--- src/rtl/spi_pkg.sv ---
// Shared definitions for the SPI master: FSM states, SPI mode encodings and default sizing.
package spi_pkg;

    typedef enum logic [1:0] {
        IDLE     = 2'd0,
        SETUP    = 2'd1,
        TRANSFER = 2'd2,
        FINISH   = 2'd3
    } state_t;

    // Mode word is {CKP, CPH}
    typedef logic [1:0] mode_t;

    localparam mode_t MODE00 = 2'b00;
    localparam mode_t MODE01 = 2'b01;
    localparam mode_t MODE10 = 2'b10;
    localparam mode_t MODE11 = 2'b11;

    localparam int DEFAULT_N_BITS   = 8;
    localparam int DEFAULT_HALF_PER = 2;

    function automatic logic mode_ckp(input mode_t m);
        return m[1];
    endfunction

    function automatic logic mode_cph(input mode_t m);
        return m[0];
    endfunction

endpackage

--- src/rtl/transmitter_spi_if.sv ---
// Host-side control and SPI pin bundle for transmitter_spi.
interface transmitter_spi_if #(
    parameter int N_BITS = spi_pkg::DEFAULT_N_BITS
);
    logic              CKP;
    logic              CPH;
    logic              start;
    logic [N_BITS-1:0] data_in;
    logic              MISO;
    logic              SS;
    logic              SCK;
    logic              MOSI;
    logic [N_BITS-1:0] data_out;
    logic              busy;
    logic              done;

    modport master (
        input  CKP, CPH, start, data_in, MISO,
        output SS, SCK, MOSI, data_out, busy, done
    );

    modport slave (
        output CKP, CPH, start, data_in, MISO,
        input  SS, SCK, MOSI, data_out, busy, done
    );
endinterface

--- src/rtl/spi_sck_gen.sv ---
// Half-period timer for the SPI master: counts HALF_PER clk cycles and toggles the SCK phase.
module spi_sck_gen import spi_pkg::*; #(
    parameter int HALF_PER = DEFAULT_HALF_PER
) (
    input  logic clk,
    input  logic rst,
    input  logic run,
    input  logic toggle_en,
    output logic tick,
    output logic lead_edge,
    output logic trail_edge,
    output logic phase
);
    localparam int            CW   = $clog2(HALF_PER + 1);
    localparam logic [CW-1:0] LAST = CW'(HALF_PER - 1);

    logic [CW-1:0] cnt_q, cnt_d;
    logic          phase_q, phase_d;

    // Strobes mark the clk edge on which SCK changes, so the FSM acts on that same edge.
    always_comb begin
        tick       = run && (cnt_q == LAST);
        lead_edge  = tick && toggle_en && !phase_q;
        trail_edge = tick && toggle_en && phase_q;
        cnt_d      = cnt_q;
        phase_d    = phase_q;
        if (!run) begin
            cnt_d   = '0;
            phase_d = 1'b0;
        end else if (tick) begin
            cnt_d = '0;
            if (toggle_en) phase_d = ~phase_q;
        end else begin
            cnt_d = cnt_q + CW'(1);
        end
    end

    always_ff @(posedge clk or posedge rst) begin
        if (rst) begin
            cnt_q   <= '0;
            phase_q <= 1'b0;
        end else begin
            cnt_q   <= cnt_d;
            phase_q <= phase_d;
        end
    end

    assign phase = phase_q;

endmodule

--- src/rtl/transmitter_spi.sv ---
// SPI master: shifts one word out LSB first per accepted start, captures MISO, all four CKP/CPH modes.
module transmitter_spi import spi_pkg::*; #(
    parameter int N_BITS   = DEFAULT_N_BITS,
    parameter int HALF_PER = DEFAULT_HALF_PER
) (
    input  logic              clk,
    input  logic              rst,
    transmitter_spi_if.master bus
);
    localparam logic [4:0] LAST_BIT = 5'(N_BITS);

    state_t            state_q, state_d;
    mode_t             mode_q, mode_d;
    logic [N_BITS-1:0] tx_sr_q, tx_sr_d;
    logic [N_BITS-1:0] rx_sr_q, rx_sr_d;
    logic [N_BITS-1:0] data_out_q, data_out_d;
    logic [4:0]        bit_cnt_q, bit_cnt_d;
    logic              ss_q, ss_d;
    logic              mosi_q, mosi_d;
    logic              busy_q, busy_d;
    logic              done_q, done_d;

    logic              tick, lead_edge, trail_edge, phase;
    logic              gen_run, gen_toggle, cph_q, sample_now;
    logic [N_BITS:0]   rx_cat;
    logic [N_BITS-1:0] tx_shift;

    assign gen_run    = (state_q != IDLE);
    assign gen_toggle = (state_q == TRANSFER);

    spi_sck_gen #(.HALF_PER(HALF_PER)) u_sck_gen (
        .clk        (clk),
        .rst        (rst),
        .run        (gen_run),
        .toggle_en  (gen_toggle),
        .tick       (tick),
        .lead_edge  (lead_edge),
        .trail_edge (trail_edge),
        .phase      (phase)
    );

    assign cph_q      = mode_cph(mode_q);
    assign sample_now = (lead_edge && !cph_q) || (trail_edge && cph_q);
    assign rx_cat     = {bus.MISO, rx_sr_q};
    assign tx_shift   = tx_sr_q >> 1;

    always_comb begin
        state_d    = state_q;
        mode_d     = mode_q;
        tx_sr_d    = tx_sr_q;
        rx_sr_d    = rx_sr_q;
        data_out_d = data_out_q;
        bit_cnt_d  = bit_cnt_q;
        ss_d       = ss_q;
        mosi_d     = mosi_q;
        busy_d     = busy_q;
        done_d     = 1'b0;
        unique case (state_q)
            IDLE: begin
                // A start coinciding with the done pulse is dropped, not deferred.
                if (bus.start && !done_q) begin
                    state_d   = SETUP;
                    mode_d    = {bus.CKP, bus.CPH};
                    tx_sr_d   = bus.data_in;
                    rx_sr_d   = '0;
                    bit_cnt_d = '0;
                    ss_d      = 1'b0;
                    busy_d    = 1'b1;
                    if (!bus.CPH) mosi_d = bus.data_in[0];
                end
            end
            SETUP: begin
                if (tick) state_d = TRANSFER;
            end
            TRANSFER: begin
                if (sample_now) begin
                    rx_sr_d = rx_cat[N_BITS:1];
                    if (bit_cnt_q != LAST_BIT) bit_cnt_d = bit_cnt_q + 5'd1;
                end
                if (lead_edge && cph_q) mosi_d = tx_sr_q[0];
                if (trail_edge) begin
                    tx_sr_d = tx_shift;
                    // After the last bit MOSI keeps its value instead of shifting in a zero.
                    if (!cph_q && bit_cnt_q != LAST_BIT) mosi_d = tx_shift[0];
                    if (bit_cnt_d == LAST_BIT) state_d = FINISH;
                end
            end
            FINISH: begin
                if (tick) begin
                    state_d    = IDLE;
                    data_out_d = rx_sr_q;
                    done_d     = 1'b1;
                    ss_d       = 1'b1;
                    busy_d     = 1'b0;
                end
            end
            default: state_d = IDLE;
        endcase
    end

    always_ff @(posedge clk or posedge rst) begin
        if (rst) begin
            state_q    <= IDLE;
            mode_q     <= MODE00;
            tx_sr_q    <= '0;
            rx_sr_q    <= '0;
            data_out_q <= '0;
            bit_cnt_q  <= '0;
            ss_q       <= 1'b1;
            mosi_q     <= 1'b0;
            busy_q     <= 1'b0;
            done_q     <= 1'b0;
        end else begin
            state_q    <= state_d;
            mode_q     <= mode_d;
            tx_sr_q    <= tx_sr_d;
            rx_sr_q    <= rx_sr_d;
            data_out_q <= data_out_d;
            bit_cnt_q  <= bit_cnt_d;
            ss_q       <= ss_d;
            mosi_q     <= mosi_d;
            busy_q     <= busy_d;
            done_q     <= done_d;
        end
    end

    // Idle SCK tracks the live CKP input; once a transfer starts it uses the latched polarity.
    assign bus.SCK      = (state_q == IDLE) ? bus.CKP : (mode_ckp(mode_q) ^ phase);
    assign bus.SS       = ss_q;
    assign bus.MOSI     = mosi_q;
    assign bus.data_out = data_out_q;
    assign bus.busy     = busy_q;
    assign bus.done     = done_q;

endmodule
--- src/flat_wrapper.sv ---
// flat-port wrapper written by rule: the top's interface ports become plain ports
module transmitter_spi_flat import spi_pkg::*;
#(
    parameter int N_BITS   = DEFAULT_N_BITS,
    parameter int HALF_PER = DEFAULT_HALF_PER
)
  (clk, rst, bus_CKP, bus_CPH, bus_start, bus_data_in, bus_MISO, bus_SS, bus_SCK, bus_MOSI, bus_data_out, bus_busy, bus_done);
  transmitter_spi_if #(.N_BITS(N_BITS)) bus_i ();
  input  logic clk;
  input  logic rst;
  input wire logic [$bits(bus_i.CKP)-1:0] bus_CKP;
  input wire logic [$bits(bus_i.CPH)-1:0] bus_CPH;
  input wire logic [$bits(bus_i.start)-1:0] bus_start;
  input wire logic [$bits(bus_i.data_in)-1:0] bus_data_in;
  input wire logic [$bits(bus_i.MISO)-1:0] bus_MISO;
  output wire logic [$bits(bus_i.SS)-1:0] bus_SS;
  output wire logic [$bits(bus_i.SCK)-1:0] bus_SCK;
  output wire logic [$bits(bus_i.MOSI)-1:0] bus_MOSI;
  output wire logic [$bits(bus_i.data_out)-1:0] bus_data_out;
  output wire logic [$bits(bus_i.busy)-1:0] bus_busy;
  output wire logic [$bits(bus_i.done)-1:0] bus_done;
  assign bus_i.CKP = bus_CKP;
  assign bus_i.CPH = bus_CPH;
  assign bus_i.start = bus_start;
  assign bus_i.data_in = bus_data_in;
  assign bus_i.MISO = bus_MISO;
  assign bus_SS = bus_i.SS;
  assign bus_SCK = bus_i.SCK;
  assign bus_MOSI = bus_i.MOSI;
  assign bus_data_out = bus_i.data_out;
  assign bus_busy = bus_i.busy;
  assign bus_done = bus_i.done;
  transmitter_spi #(.N_BITS(N_BITS), .HALF_PER(HALF_PER)) u_core (.clk(clk), .rst(rst), .bus(bus_i));
endmodule
--- config.mk ---
export PLATFORM = sky130hd
export DESIGN_NAME = transmitter_spi_flat
export DESIGN_NICKNAME = d
export VERILOG_FILES = /design/src/rtl/spi_pkg.sv /design/src/rtl/transmitter_spi_if.sv /design/src/rtl/spi_sck_gen.sv /design/src/rtl/transmitter_spi.sv /design/src/flat_wrapper.sv
export SDC_FILE = /design/constraint.sdc
export NUM_CORES = 1
export LEC_CHECK = 0
export CAP_MARGIN = 25
export CORE_MARGIN = 10
export CORE_UTILIZATION = 35
export DETAILED_ROUTE_END_ITERATION = 16
export DONT_BUFFER_PORTS = 1
export SETUP_SLACK_MARGIN = 0.02
export SYNTH_ARGS = -nofsm -noshare
export SYNTH_HDL_FRONTEND = slang
export SYNTH_HIERARCHICAL = 1
export SYNTH_SLANG_ARGS = --single-unit
--- constraint.sdc ---
create_clock -name clk -period 2.8 [get_ports clk]
set_clock_uncertainty 0.15 [all_clocks]
set_input_delay 0.56 -clock clk [delete_from_list [all_inputs] [get_ports clk]]
set_output_delay 0.56 -clock clk [all_outputs]
set_load 0.03 [all_outputs]
Word-level counts from Yosys, hierarchy flattened
Index checks and enable logic that the tools add are counted.
{"block": "word_totals", "register_bits": 40, "inputBits": 14, "out_inout_bits": 13, "word_cells": 94}
{"block": "classes", "n_addsub": 2, "n_eq_ne": 15, "muxes": 37, "bitwise": 2, "n_reduce_logical": 26}
{"cell": "$mux W8", "count": 4}
{"cell": "$pmux W8 S2", "count": 2}
{"cell": "$mux W5", "count": 4}
{"cell": "$ne A2 B1 Y1 const B", "count": 8}
{"cell": "$mux W1", "count": 15}
{"cell": "$mux W2", "count": 7}
{"cell": "$reduce_and A3 Y1", "count": 4}
{"cell": "$pmux W5 S2", "count": 1}
{"cell": "$logic_and A1 B1 Y1", "count": 9}
{"cell": "$pmux W2 S4", "count": 1}
{"cell": "$reduce_and A2 Y1", "count": 4}
{"cell": "$pmux W1 S2", "count": 3}
{"cell": "$reduce_bool A2 Y1", "count": 3}
{"cell": "$add A5 B1 Y5 const B", "count": 1}
{"cell": "$eq A5 B4 Y1 const B", "count": 1}
{"cell": "$ne A5 B4 Y1 const B", "count": 1}
{"cell": "$reduce_and A5 Y1", "count": 1}
{"cell": "$eq A2 B1 Y1 const B", "count": 2}
{"cell": "$eq A2 B2 Y1 const B", "count": 2}
{"cell": "$logic_not A1 Y1", "count": 3}
{"cell": "$add A2 B1 Y2 const B", "count": 1}
{"cell": "$logic_not A2 Y1", "count": 1}
{"cell": "$ne A2 B2 Y1 const B", "count": 1}
{"cell": "$logic_or A1 B1 Y1", "count": 1}
{"cell": "2 further kinds", "count": 2}

Longest topological paths before layout
Gate-level depths: netlist (run 1).
{"block": "depth", "word_depth": 12, "mapped_depth": 12, "ltp_nobuf": 10}

Cells and area by module
Netlist (run 1), hierarchy kept.
{"module": "transmitter_spi", "instances": 1, "cells_per_inst": 192, "area_per_inst_um2": 1913.1, "seq_area_each_um2": 927.1}
{"module": "spi_sck_gen", "instances": 1, "cells_per_inst": 14, "area_per_inst_um2": 147.6, "seq_area_each_um2": 75.1}

Least setup slack after synthesis (run 1)
Ideal clock, no wire load.
{"block": "synth_timing", "path_kind": "register to register", "startpoint": "register u_core.state_q[0]", "endpoint": "register u_core.state_q[0]", "setup_time_ns": 0.096, "arrival_time_ns": 2.348, "required_time_ns": 2.554, "slack_ns": 0.206, "stages_incl_launch_ff": 13, "n_path_buf": 2, "synth_period_minus_slack_ns": 2.594, "path_cell_list": "dfrtp_1 > inv_1 > ha_1 > buf_2 > inv_1 > nand4b_1 > nor2_1 > mux2i_1 > buf_2 > a211o_1 > o32ai_1 > nand3_2 > a311oi_2"}
{"block": "synth_via", "elab_chain_cells": 11, "elab_cells_between_ends": 22, "classes_between": "eq/ne (9); mux (3); reduce/logical (10)"}
{"element": "start, declared", "line_no": "transmitter_spi.sv:12", "text": "state_t state_q, state_d;"}
{"element": "start signal, assigned", "line_no": "transmitter_spi.sv:114", "text": "state_q <= state_d;"}
{"element": "$reduce_bool A2 Y1 *", "line_no": "transmitter_spi.sv:28", "text": "assign gen_run = (state_q != IDLE);"}
{"element": "named net u_core.gen_run", "line_no": "transmitter_spi.sv:24", "text": "logic gen_run, gen_toggle, cph_q, sample_now;"}
{"element": "$logic_and A1 B1 Y1 *", "line_no": "spi_sck_gen.sv:22", "text": "tick = run && (cnt_q == LAST);"}
{"element": "$logic_and A1 B1 Y1 * (2 in series)", "line_no": "spi_sck_gen.sv:24", "text": "trail_edge = tick && toggle_en && phase_q;"}
{"element": "named net u_core.trail_edge", "line_no": "transmitter_spi.sv:23", "text": "logic tick, lead_edge, trail_edge, phase;"}
{"element": "$logic_and A1 B1 Y1", "line_no": "transmitter_spi.sv:43", "text": "assign sample_now = (lead_edge && !cph_q) || (trail_edge && cph_q);"}
{"element": "$logic_or A1 B1 Y1", "line_no": "transmitter_spi.sv:43"}
{"element": "$mux W5", "line_no": "transmitter_spi.sv:76", "text": "if (sample_now) begin"}
{"element": "$mux W5", "line_no": "transmitter_spi.sv:58", "text": "unique case (state_q)"}
{"element": "$eq A5 B4 Y1", "line_no": "transmitter_spi.sv:85", "text": "if (bit_cnt_d == LAST_BIT) state_d = FINISH;"}
{"element": "$ne A2 B1 Y1 (no source line)"}
{"element": "$reduce_and A5 Y1 (no source line) *"}
Mark *: on every way through the listed nets, which the timed path passes. The rest lies on a longest branch. The select of a mux whose other input is x is not followed.
A chain may end at the register's enable or synchronous reset.

Final worst setup path (run 1)
Ends and elaborated chain as after synthesis.

==> results.py, run 1 <==
metrics = {
    "clocking": {
        "cts_root_buffer": "clkbuf_8",
        "htreeDepth": 2,
        "cts_inserted_buffers": 5,
        "cts_tree": "built",
        "cts.sinks": 40,
        "clkTransAtPathRegs_ps": 70,
        "cts_max_path_buffers": 2,
        "cts.repair.resized": 0,
        "insertion_delay_ps": 290,
    },
    "routing": {
        "avgViaCountPerCell": 5.19,
        "dr.pass1.iters": 4,
        "ant_nets": 0,
        "route.detailed.drc": 0,
        "routed_wl_mm": 4.22,
        "via_count": 1474,
        "wl_per_cell_um": 14.9,
        "drt-initial-drc-count": 92,
    },
    "setup_path": {
        "r2r_cells": 10,
        "path_max_fanout": 6,
        "cp_top_family": "simple AND/OR/NAND/NOR gates",
        "cp.required_ps": 2840,
        "crit_path_end": "u_core/state_q[0]",
        "r2r_end": "u_core/state_q[0]",
        "critical_path_buf_inv_count": 2,
        "cp.arrival_ps": 2570,
        "r2r-start": "u_core/state_q[0]",
        "critPathLaunch": "u_core/state_q[0]",
        "critPathCaptureType": "register",
        "r2r_slack_ps": 270,
        "crit_chain": "inv_1, ha_1, inv_1, nand4b_1, nor2_1, mux2i_1, or3_1, o211ai_2, nand3_2, a311oi_2",
        "cpMostUsedCell": "inv_1",
        "cp-start-kind": "register",
        "criticalPathCategory": "reg -> reg",
        "slowest_delay_ps": 390,
        "slowest_stage": "dfrtp_1",
        "crit_cells": 10,
    },
    "yosys": {
        "synthDistinctLibCells": 43,
        "synth-seq-area-share": 0.486,
        "yosys.area.top_type": "dfrtp_1",
        "ys_top_cells_by_count": "dfrtp_1, nand2_1, nor2_1",
        "async_flop_share": 1.00,
        "synth_top_area_share": 0.474,
        "synth-edff-count": 0,
        "ys.flop_type": "dfrtp_1",
        "netlist_area_mm2": 0.00206,
        "synth_seq_cells": 40,
        "syn-num-nets": 226,
        "synth_most_common_cell": "dfrtp_1",
        "synthCells": 206,
        "ys_warn_count": 6,
        "synth_area_leaders": "dfrtp_1, mux2_2, mux2i_1",
        "syn_avg_cell_area_um2": 10.0,
    },
    "sta": {
        "period_needed_ps": 2530,
        "post-route-period-util": 0.902,
        "setup_viol": 0,
        "rsz0062_at_grt": "false",
        "final.setup.worst_slack_ps": 274,
        "tightest_slew_ps": 801,
        "finalSetupTns_ps": 0,
        "slew_headroom": 0.464,
        "clock.fmax_mhz": 396,
        "maxSlewViolCount": 0,
        "hold_viol": 0,
        "whs_ps": 119,
    },
    "run": {
        "drv_cap": 0,
    },
    "power": {
        "seq_power_share": 0.416,
        "peakVddDrop_v": 0.000344,
        "powerDensity_mw_per_mm2": 965,
        "power_switching_mw": 0.906,
        "pwr-share-clk": 0.166,
        "swShare": 0.417,
        "combPwrFrac": 0.417,
        "p_leak_nw": 0.991,
        "power_mw": 2.17,
        "p_int_mw": 1.27,
    },
    "final_layout": {
        "stdcell_count": 284,
        "design_area_mm2": 0.00225,
        "num-fill-cells": 566,
        "layout-drive-gt1-share": 0.160,
        "post-route-util": 0.401,
        "seqCellArea_mm2": 0.00100,
        "area_growth_syn_to_layout_pct": 9.23,
        "multiInputGateArea_um2": 973,
        "fin_nets": 232,
        "num_antenna_cells": 0,
    },
    "placed_design": {
        "dp_hpwl_mm": 3.10,
        "numPlacedInstances": 276,
        "placed_area_mm2": 0.00216,
        "gp_congestion": 0.847,
        "pre_cts_ws_ps": 294,
        "portBuffers": 0,
    },
    "die": {
        "die_w_um": 96.7,
        "die_h_um": 96.7,
        "start_util": 0.367,
        "fp-row-count": 27,
        "core-area_mm2": 0.00561,
        "dieArea_mm2": 0.00936,
        "ioPinCount": 27,
    },
    "global_routing": {
        "grt_pass1_vias": 1471,
        "grt_max_degree": 38,
        "track_usage": 0.0923,
        "gr-total-overflow": 0,
        "grt_pass1_wl_mm": 7.31,
        "antenna_found_initial": 0,
    },
    "run_status": {
        "status": "finished clean",
    },
    "min_path": {
        "hp-class": "in -> async",
    },
}
kinds of logic after synthesis:
kind of cell    Yosys count  share of synthesized area
simple gates             65                      0.151
compound gates           48                      0.152
mux                      23                      0.120
flops                    40                      0.486
fa+ha+maj                 6                     0.0364
buf+inv                  21                     0.0413
xor+xnor                  3                     0.0128
final cells by class:
class,count,area share
well taps,72,0.0400
flip-flops and latches,40,0.445
multi-input cells,145,0.432
inverters,13,0.0217
repair buffers,7,0.0245
clock inverters,2,0.00556
clock buffers,5,0.0306
flip-flops by register name, indices dropped and copies added, names as in the netlist:
register and cells:
u_core/bus.busy 1, u_core/bit_cnt_q 5, u_core/mode_q 2, u_core/bus.SS 1, u_core/rx_sr_q 8, u_core/bus.done 1, u_core/state_q 2, u_core/bus.MOSI 1
u_core/tx_sr_q 8, u_core/bus.data_out 8, u_core/u_sck_gen/phase 1, u_core/u_sck_gen/cnt_q 2
placed cells by master, fill, tap and decap left out, types with 2 or more instances in the layout:
cell type,synthesis,routed
dfrtp_1,39,39
ha_1,6,6
buf_4,0,6
inv_1,13,13
nand2_1,25,25
o21ai_0,15,15
o41ai_1,3,3
nor3_1,2,2
mux2i_1,10,10
a31oi_1,3,3
nand3_1,4,4
nor2_1,20,20
and3b_1,2,2
clkbuf_8,0,5
xnor2_1,2,2
mux2_2,13,13
nand2b_1,2,2
a21oi_1,13,13
nor2b_1,2,2
how the worst min path moves through the flow:
stage / startpoint / to / slack, ps / depth (start not counted)
floorplan: rst / u_core/u_sck_gen/cnt_q[0] / 160 / 1
global placement: rst / u_core/u_sck_gen/cnt_q[1] / 170 / 1
detailed placement: rst / u_core/u_sck_gen/cnt_q[1] / 170 / 1
CTS: rst / u_core/bus.data_out[5] / 130 / 2
global route: rst / u_core/bit_cnt_q[4] / 160 / 2
finish: rst / u_core/bit_cnt_q[2] / 120 / 2
power by group through the flow:
stage                     combinational (mW)  sequential [mW]  clock, mW
after floorplan                        0.734            0.881          0
after global placement                 0.904            0.914          0
after detailed placement               0.915            0.917          0
after CTS                              0.918            0.906      0.378
after global routing                    1.04            0.930      0.400
final                                  0.907            0.904      0.361
metal layers:
| metal | up-vias | GRT usage | share of wire |
|---|---|---|---|
| li1 | 724 | - | - |
| met3 | 7 | 0.0312 | 0.063 |
| met2 | 40 | 0.145 | 0.46 |
| met5 | - | 0 | 0 |
| met4 | 0 | 0.0440 | 0.019 |
| met1 | 703 | 0.110 | 0.46 |
timing repair:
action	CTS	global route
endpoints found under the setup margin	0	0
hold endpoints to repair	3	0
hold buffers	1	0
setup buffers	0	0
Power figures use the tool's default switching activity.
==> inputs of run 2 (changes only) <==
Settings changed: SYNTH_HIERARCHICAL 1 to unset.
==> run 2 against run 1 <==
- worst hold slack hardly changed
- flip-flop and latch count stayed put
- sequential power up 2.5%
- largest power group unchanged
- synthesized area shrank 1.6%
- final cell count shrank 5.6%
==> results.py, run 2 <==
metrics = {
    "power": {
        "pwr-share-clk": 0.171,
        "p_leak_nw": 0.967,
        "power_switching_mw": 0.943,
        "combPwrFrac": 0.424,
        "p_int_mw": 1.34,
        "seq_power_share": 0.406,
        "swShare": 0.413,
        "powerDensity_mw_per_mm2": 1040,
        "peakVddDrop_v": 0.000554,
    },
    "sta": {
        "period_needed_ps": 2490,
        "whs_ps": 119,
        "tightest_slew_ps": 836,
        "finalSetupTns_ps": 0,
        "slew_headroom": 0.442,
        "clock.fmax_mhz": 402,
        "setup_viol": 0,
        "hold_viol": 0,
        "post-route-period-util": 0.888,
        "rsz0062_at_grt": "false",
        "maxSlewViolCount": 0,
    },
    "setup_path": {
        "cp_top_family": "multiplexers",
        "critPathCaptureType": "register",
        "slowest_delay_ps": 410,
        "r2r-start": "u_core.state_q[1]",
        "r2r_cells": 7,
        "slowest_stage": "dfrtp_1",
        "critical_path_buf_inv_count": 1,
        "r2r_end": "u_core.state_q[1]",
        "path_max_fanout": 8,
        "crit_cells": 7,
        "r2r_slack_ps": 310,
        "cp.arrival_ps": 2510,
        "cp.required_ps": 2820,
        "cp-start-kind": "register",
        "crit_chain": "inv_1, ha_1, and4bb_1, and3_1, mux2_4, o221ai_2, mux2_1",
        "criticalPathCategory": "reg -> reg",
    },
    "yosys": {
        "synth-edff-count": 0,
        "async_flop_share": 1.00,
        "ys.flop_type": "dfrtp_1",
        "ys_warn_count": 0,
        "syn-num-nets": 213,
        "syn_avg_cell_area_um2": 10.6,
        "synth_area_leaders": "dfrtp_1, mux2_2, mux2i_1",
        "ys_top_cells_by_count": "dfrtp_1, nor2_1, a21oi_1",
        "synthDistinctLibCells": 42,
        "synth_top_area_share": 0.481,
        "synth_most_common_cell": "dfrtp_1",
        "synth-seq-area-share": 0.494,
        "synthCells": 192,
        "netlist_area_mm2": 0.00203,
        "yosys.area.top_type": "dfrtp_1",
        "synth_seq_cells": 40,
    },
    "placed_design": {
        "portBuffers": 0,
        "gp_congestion": 0.796,
        "dp_hpwl_mm": 2.99,
        "placed_area_mm2": 0.00210,
    },
    "die": {
        "fp-row-count": 27,
        "die_w_um": 96.1,
        "core-area_mm2": 0.00557,
        "die_h_um": 96.1,
        "ioPinCount": 27,
        "dieArea_mm2": 0.00924,
        "start_util": 0.364,
    },
    "clocking": {
        "holdBufCountCts": 0,
        "htreeDepth": 2,
        "cts_tree": "built",
        "clkTransAtPathRegs_ps": 80,
        "cts_setup_buffers": 0,
        "cts_root_buffer": "clkbuf_8",
        "insertion_delay_ps": 290,
        "cts_inserted_buffers": 5,
        "cts.repair.resized": 0,
        "cts_max_path_buffers": 2,
        "cts.sinks": 40,
    },
    "global_routing": {
        "track_usage": 0.0963,
        "grt_use_met2": 0.158,
        "grt_pass1_vias": 1411,
        "busiest_layer": "met2",
        "grtUsageMet3": 0.0335,
        "gr-total-overflow": 0,
        "grt_max_degree": 41,
        "grt_use_met1": 0.111,
        "grt_pass1_wl_mm": 6.95,
        "antenna_found_initial": 0,
    },
    "routing": {
        "wl_per_cell_um": 15.4,
        "route.detailed.drc": 0,
        "routed_wl_mm": 4.14,
        "dr.pass1.iters": 4,
        "via_count": 1397,
        "drt-initial-drc-count": 39,
        "avgViaCountPerCell": 5.21,
        "ant_nets": 0,
    },
    "final_layout": {
        "num_antenna_cells": 0,
        "area_growth_syn_to_layout_pct": 8.20,
        "num-fill-cells": 555,
        "layout_commonest_cell": "dfrtp_1",
        "layout-drive-gt1-share": 0.148,
        "design_area_mm2": 0.00219,
        "most-common-layout-cells": "dfrtp_1, nor2_1, a21oi_1",
        "fin_nets": 216,
    },
    "run_status": {
        "status": "finished clean",
    },
    "run": {
        "drv_cap": 0,
    },
    "min_path": {
        "hp-class": "in -> async",
    },
}
[run 2: cell count changes after synthesis, sizes merged, moves of 3 or more]
cell	previous run	this run
a22o	1	5
buf	5	9
inv	13	8
nand2	25	13
nand3	5	2
nand3b	0	5
nor2	20	17
o41ai	3	0
[run 2: worst max path at each step]
stage / from / to
2_1_floorplan: u_core.state_q[0] / u_core.state_q[1]
3_3_place_gp: u_core.state_q[1] / u_core.state_q[1]
3_5_place_dp: u_core.state_q[1] / u_core.state_q[1]
4_1_cts: u_core.state_q[1] / u_core.state_q[1]
5_1_grt: u_core.state_q[1] / u_core.state_q[1]
6_report: u_core.state_q[1] / u_core.state_q[1]
[run 2: logic make-up after synthesis]
logic type               share of synthesized area
AO/OA/AOI/OAI                                0.136
adder cells (fa/ha/maj)                     0.0432
AND/OR/NAND/NOR                              0.155
buffers and inverters                       0.0450
multiplexers                                 0.118
XOR/XNOR                                   0.00864
flip-flops                                   0.494
[run 2: final cells by class]
class                      instances  area [um2]  area share
timing repair buffer               6        45.0      0.0205
clock inverter                     2        10.0     0.00456
multi-input combinational        134         935       0.426
sequential                        40        1000       0.457
clock buffer                       6        82.6      0.0376
tap                               72        90.1      0.0410
inverter                           8        30.0      0.0137
[run 2: layer usage]
layer / routed length [um] / up-vias / part of all wire
met5: 0 / - / 0
met4: 54 / 0 / 0.013
met3: 194 / 4 / 0.047
met2: 2050 / 16 / 0.49
met1: 1840 / 699 / 0.44
li1: - / 678 / -
[run 2: power groups by stage]
stage	Combinational [mW]	Clock (mW)	Sequential, mW
final	0.968	0.390	0.927
after global routing	1.09	0.430	0.951
after CTS	0.981	0.408	0.930
after detailed placement	0.976	0	0.941
after global placement	0.954	0	0.940
after floorplan	0.802	0	0.895
[run 2: stage by stage]
step           setup slack, ps  utilization  power (mW)  cells
3_3_place_gp               353        0.377        1.89    260
6_report                   314        0.394        2.29    268
4_1_cts                    324        0.394        2.32    268
3_5_place_dp               353        0.377        1.92    260
5_1_grt                    181        0.394        2.47    268
2_1_floorplan              593            -        1.70    192
==> inputs of run 3 (changes only) <==
Settings changed: PLACE_DENSITY_LB_ADDON set to 0.1.
==> run 3 against run 2 <==
- count of clock-buffer cells in the layout is the same
- core utilization grew 0.20 points
- die area is the same
- wire length grew 4.4%
==> results.py, run 3 (synthesized netlist as in run 2, its figures left out) <==
metrics = {
    "run_status": {
        "status": "finished clean",
    },
    "clocking": {
        "holdBufCountCts": 0,
        "cts_root_buffer": "clkbuf_8",
        "cts_setup_buffers": 0,
        "cts.repair.resized": 0,
        "clkTransAtPathRegs_ps": 80,
        "cts.sinks": 40,
        "htreeDepth": 2,
        "cts_tree": "built",
        "cts_inserted_buffers": 5,
        "cts_max_path_buffers": 2,
        "insertion_delay_ps": 290,
    },
    "power": {
        "p_leak_nw": 0.966,
        "p_int_mw": 1.41,
        "peakVddDrop_v": 0.000428,
        "powerDensity_mw_per_mm2": 1080,
        "power_switching_mw": 0.966,
        "pwr-share-clk": 0.195,
        "combPwrFrac": 0.414,
        "swShare": 0.407,
        "seq_power_share": 0.391,
    },
    "min_path": {
        "hp-class": "in -> async",
    },
    "global_routing": {
        "antenna_found_initial": 0,
        "gr-total-overflow": 0,
        "track_usage": 0.101,
        "grt_max_degree": 41,
        "grt_pass1_vias": 1437,
        "grt_pass1_wl_mm": 7.31,
    },
    "sta": {
        "setup_viol": 0,
        "whs_ps": 137,
        "slew_headroom": 0.553,
        "hold_viol": 0,
        "period_needed_ps": 2500,
        "tightest_slew_ps": 671,
        "maxSlewViolCount": 0,
        "finalSetupTns_ps": 0,
        "clock.fmax_mhz": 400,
        "post-route-period-util": 0.893,
        "rsz0062_at_grt": "false",
        "final.setup.worst_slack_ps": 300,
    },
    "die": {
        "start_util": 0.364,
        "die_h_um": 96.1,
        "ioPinCount": 27,
        "dieArea_mm2": 0.00924,
        "die_w_um": 96.1,
        "core-area_mm2": 0.00557,
        "fp-row-count": 27,
    },
    "setup_path": {
        "cp-start-kind": "register",
        "critPathCaptureType": "register",
        "cp.required_ps": 2860,
        "criticalPathCategory": "reg -> reg",
        "path_max_fanout": 16,
        "cp.arrival_ps": 2560,
    },
    "routing": {
        "wl_per_cell_um": 16.2,
        "routed_wl_mm": 4.32,
        "route.detailed.drc": 0,
        "avgViaCountPerCell": 5.23,
        "drt-initial-drc-count": 73,
        "ant_nets": 0,
        "dr.pass1.iters": 4,
        "via_count": 1397,
    },
    "run": {
        "drv_cap": 0,
    },
    "placed_design": {
        "portBuffers": 0,
        "dp_hpwl_mm": 3.15,
        "numPlacedInstances": 259,
        "gp_congestion": 0.772,
        "pre_cts_ws_ps": 258,
    },
    "final_layout": {
        "num_antenna_cells": 0,
        "area_growth_syn_to_layout_pct": 8.76,
        "stdcell_count": 267,
        "most-common-layout-cells": "dfrtp_1, nor2_1, a21oi_1",
        "layout-drive-gt1-share": 0.144,
        "post-route-util": 0.396,
        "layout_commonest_cell": "dfrtp_1",
        "fin_nets": 215,
    },
}
-- run 3: cell types whose count changed in the layout (fill, tap and decap cells not counted) --
cell	before	now
bufinv_16	0	1
clkbuf_1	0	1
clkinv_2	2	1
buf_4	6	5
clkbuf_8	6	5
o21bai_2	0	1
o21bai_1	2	1
-- run 3: critical path, cell delays in order, from the launching register on --
cell and delay [ps]:
dfrtp_1 410, inv_1 130, ha_1 280, buf_4 170
nand3b_1 170, and2b_1 300, a21oi_2 540, nand3_1 160
o21ai_1 110
-- run 3: layout make-up --
cell class,instances,area (um2)
timing repair buffer,5,37.5
tap,72,90.1
fill,563,3370
clock buffer,6,72.6
sequential,40,1000
clock inverter,2,35.0
inverter,8,30.0
multi-input combinational,134,938
-- run 3: worst paths after layout --
check                                  startpoint             endpoint  slack [ps]  depth (start not counted)
worst max-delay path            u_core.state_q[0]    u_core.tx_sr_q[7]         300                          8
worst min-delay path                          rst  u_core.bit_cnt_q[3]         140                          2
worst max register to register  u_core.state_q[0]    u_core.tx_sr_q[7]         300                          8
worst min register to register  u_core.rx_sr_q[0]    u_core.rx_sr_q[0]         340                          2
max in group asynchronous                     rst        u_core.bus.SS        2000                          2
min in group clk                         bus_MISO    u_core.rx_sr_q[7]         260                          1
-- run 3: through the flow --
stage | instance area [um2] | power [mW]
2_1_floorplan | 2030 | 1.70
3_3_place_gp | 2090 | 1.89
3_5_place_dp | 2090 | 1.93
4_1_cts | 2200 | 2.41
5_1_grt | 2210 | 2.56
6_report | 2210 | 2.37
-- run 3: routing by layer --
layer  vias up  part of all wire  track usage  wire (um)
met1       692              0.44        0.120       1900
met3         4             0.042       0.0296        181
li1        675                 -            -          -
met2        26              0.51        0.168       2200
met5         -                 0            0          0
met4         0            0.0093       0.0356         40
-- run 3: power groups by stage --
| stage | sequential [mW] | clock (mW) | combinational (mW) |
|---|---|---|---|
| 6_report | 0.929 | 0.463 | 0.982 |
| 4_1_cts | 0.933 | 0.482 | 0.994 |
| 3_3_place_gp | 0.937 | 0 | 0.957 |
| 2_1_floorplan | 0.895 | 0 | 0.802 |
| 3_5_place_dp | 0.945 | 0 | 0.987 |
| 5_1_grt | 0.957 | 0.499 | 1.11 |
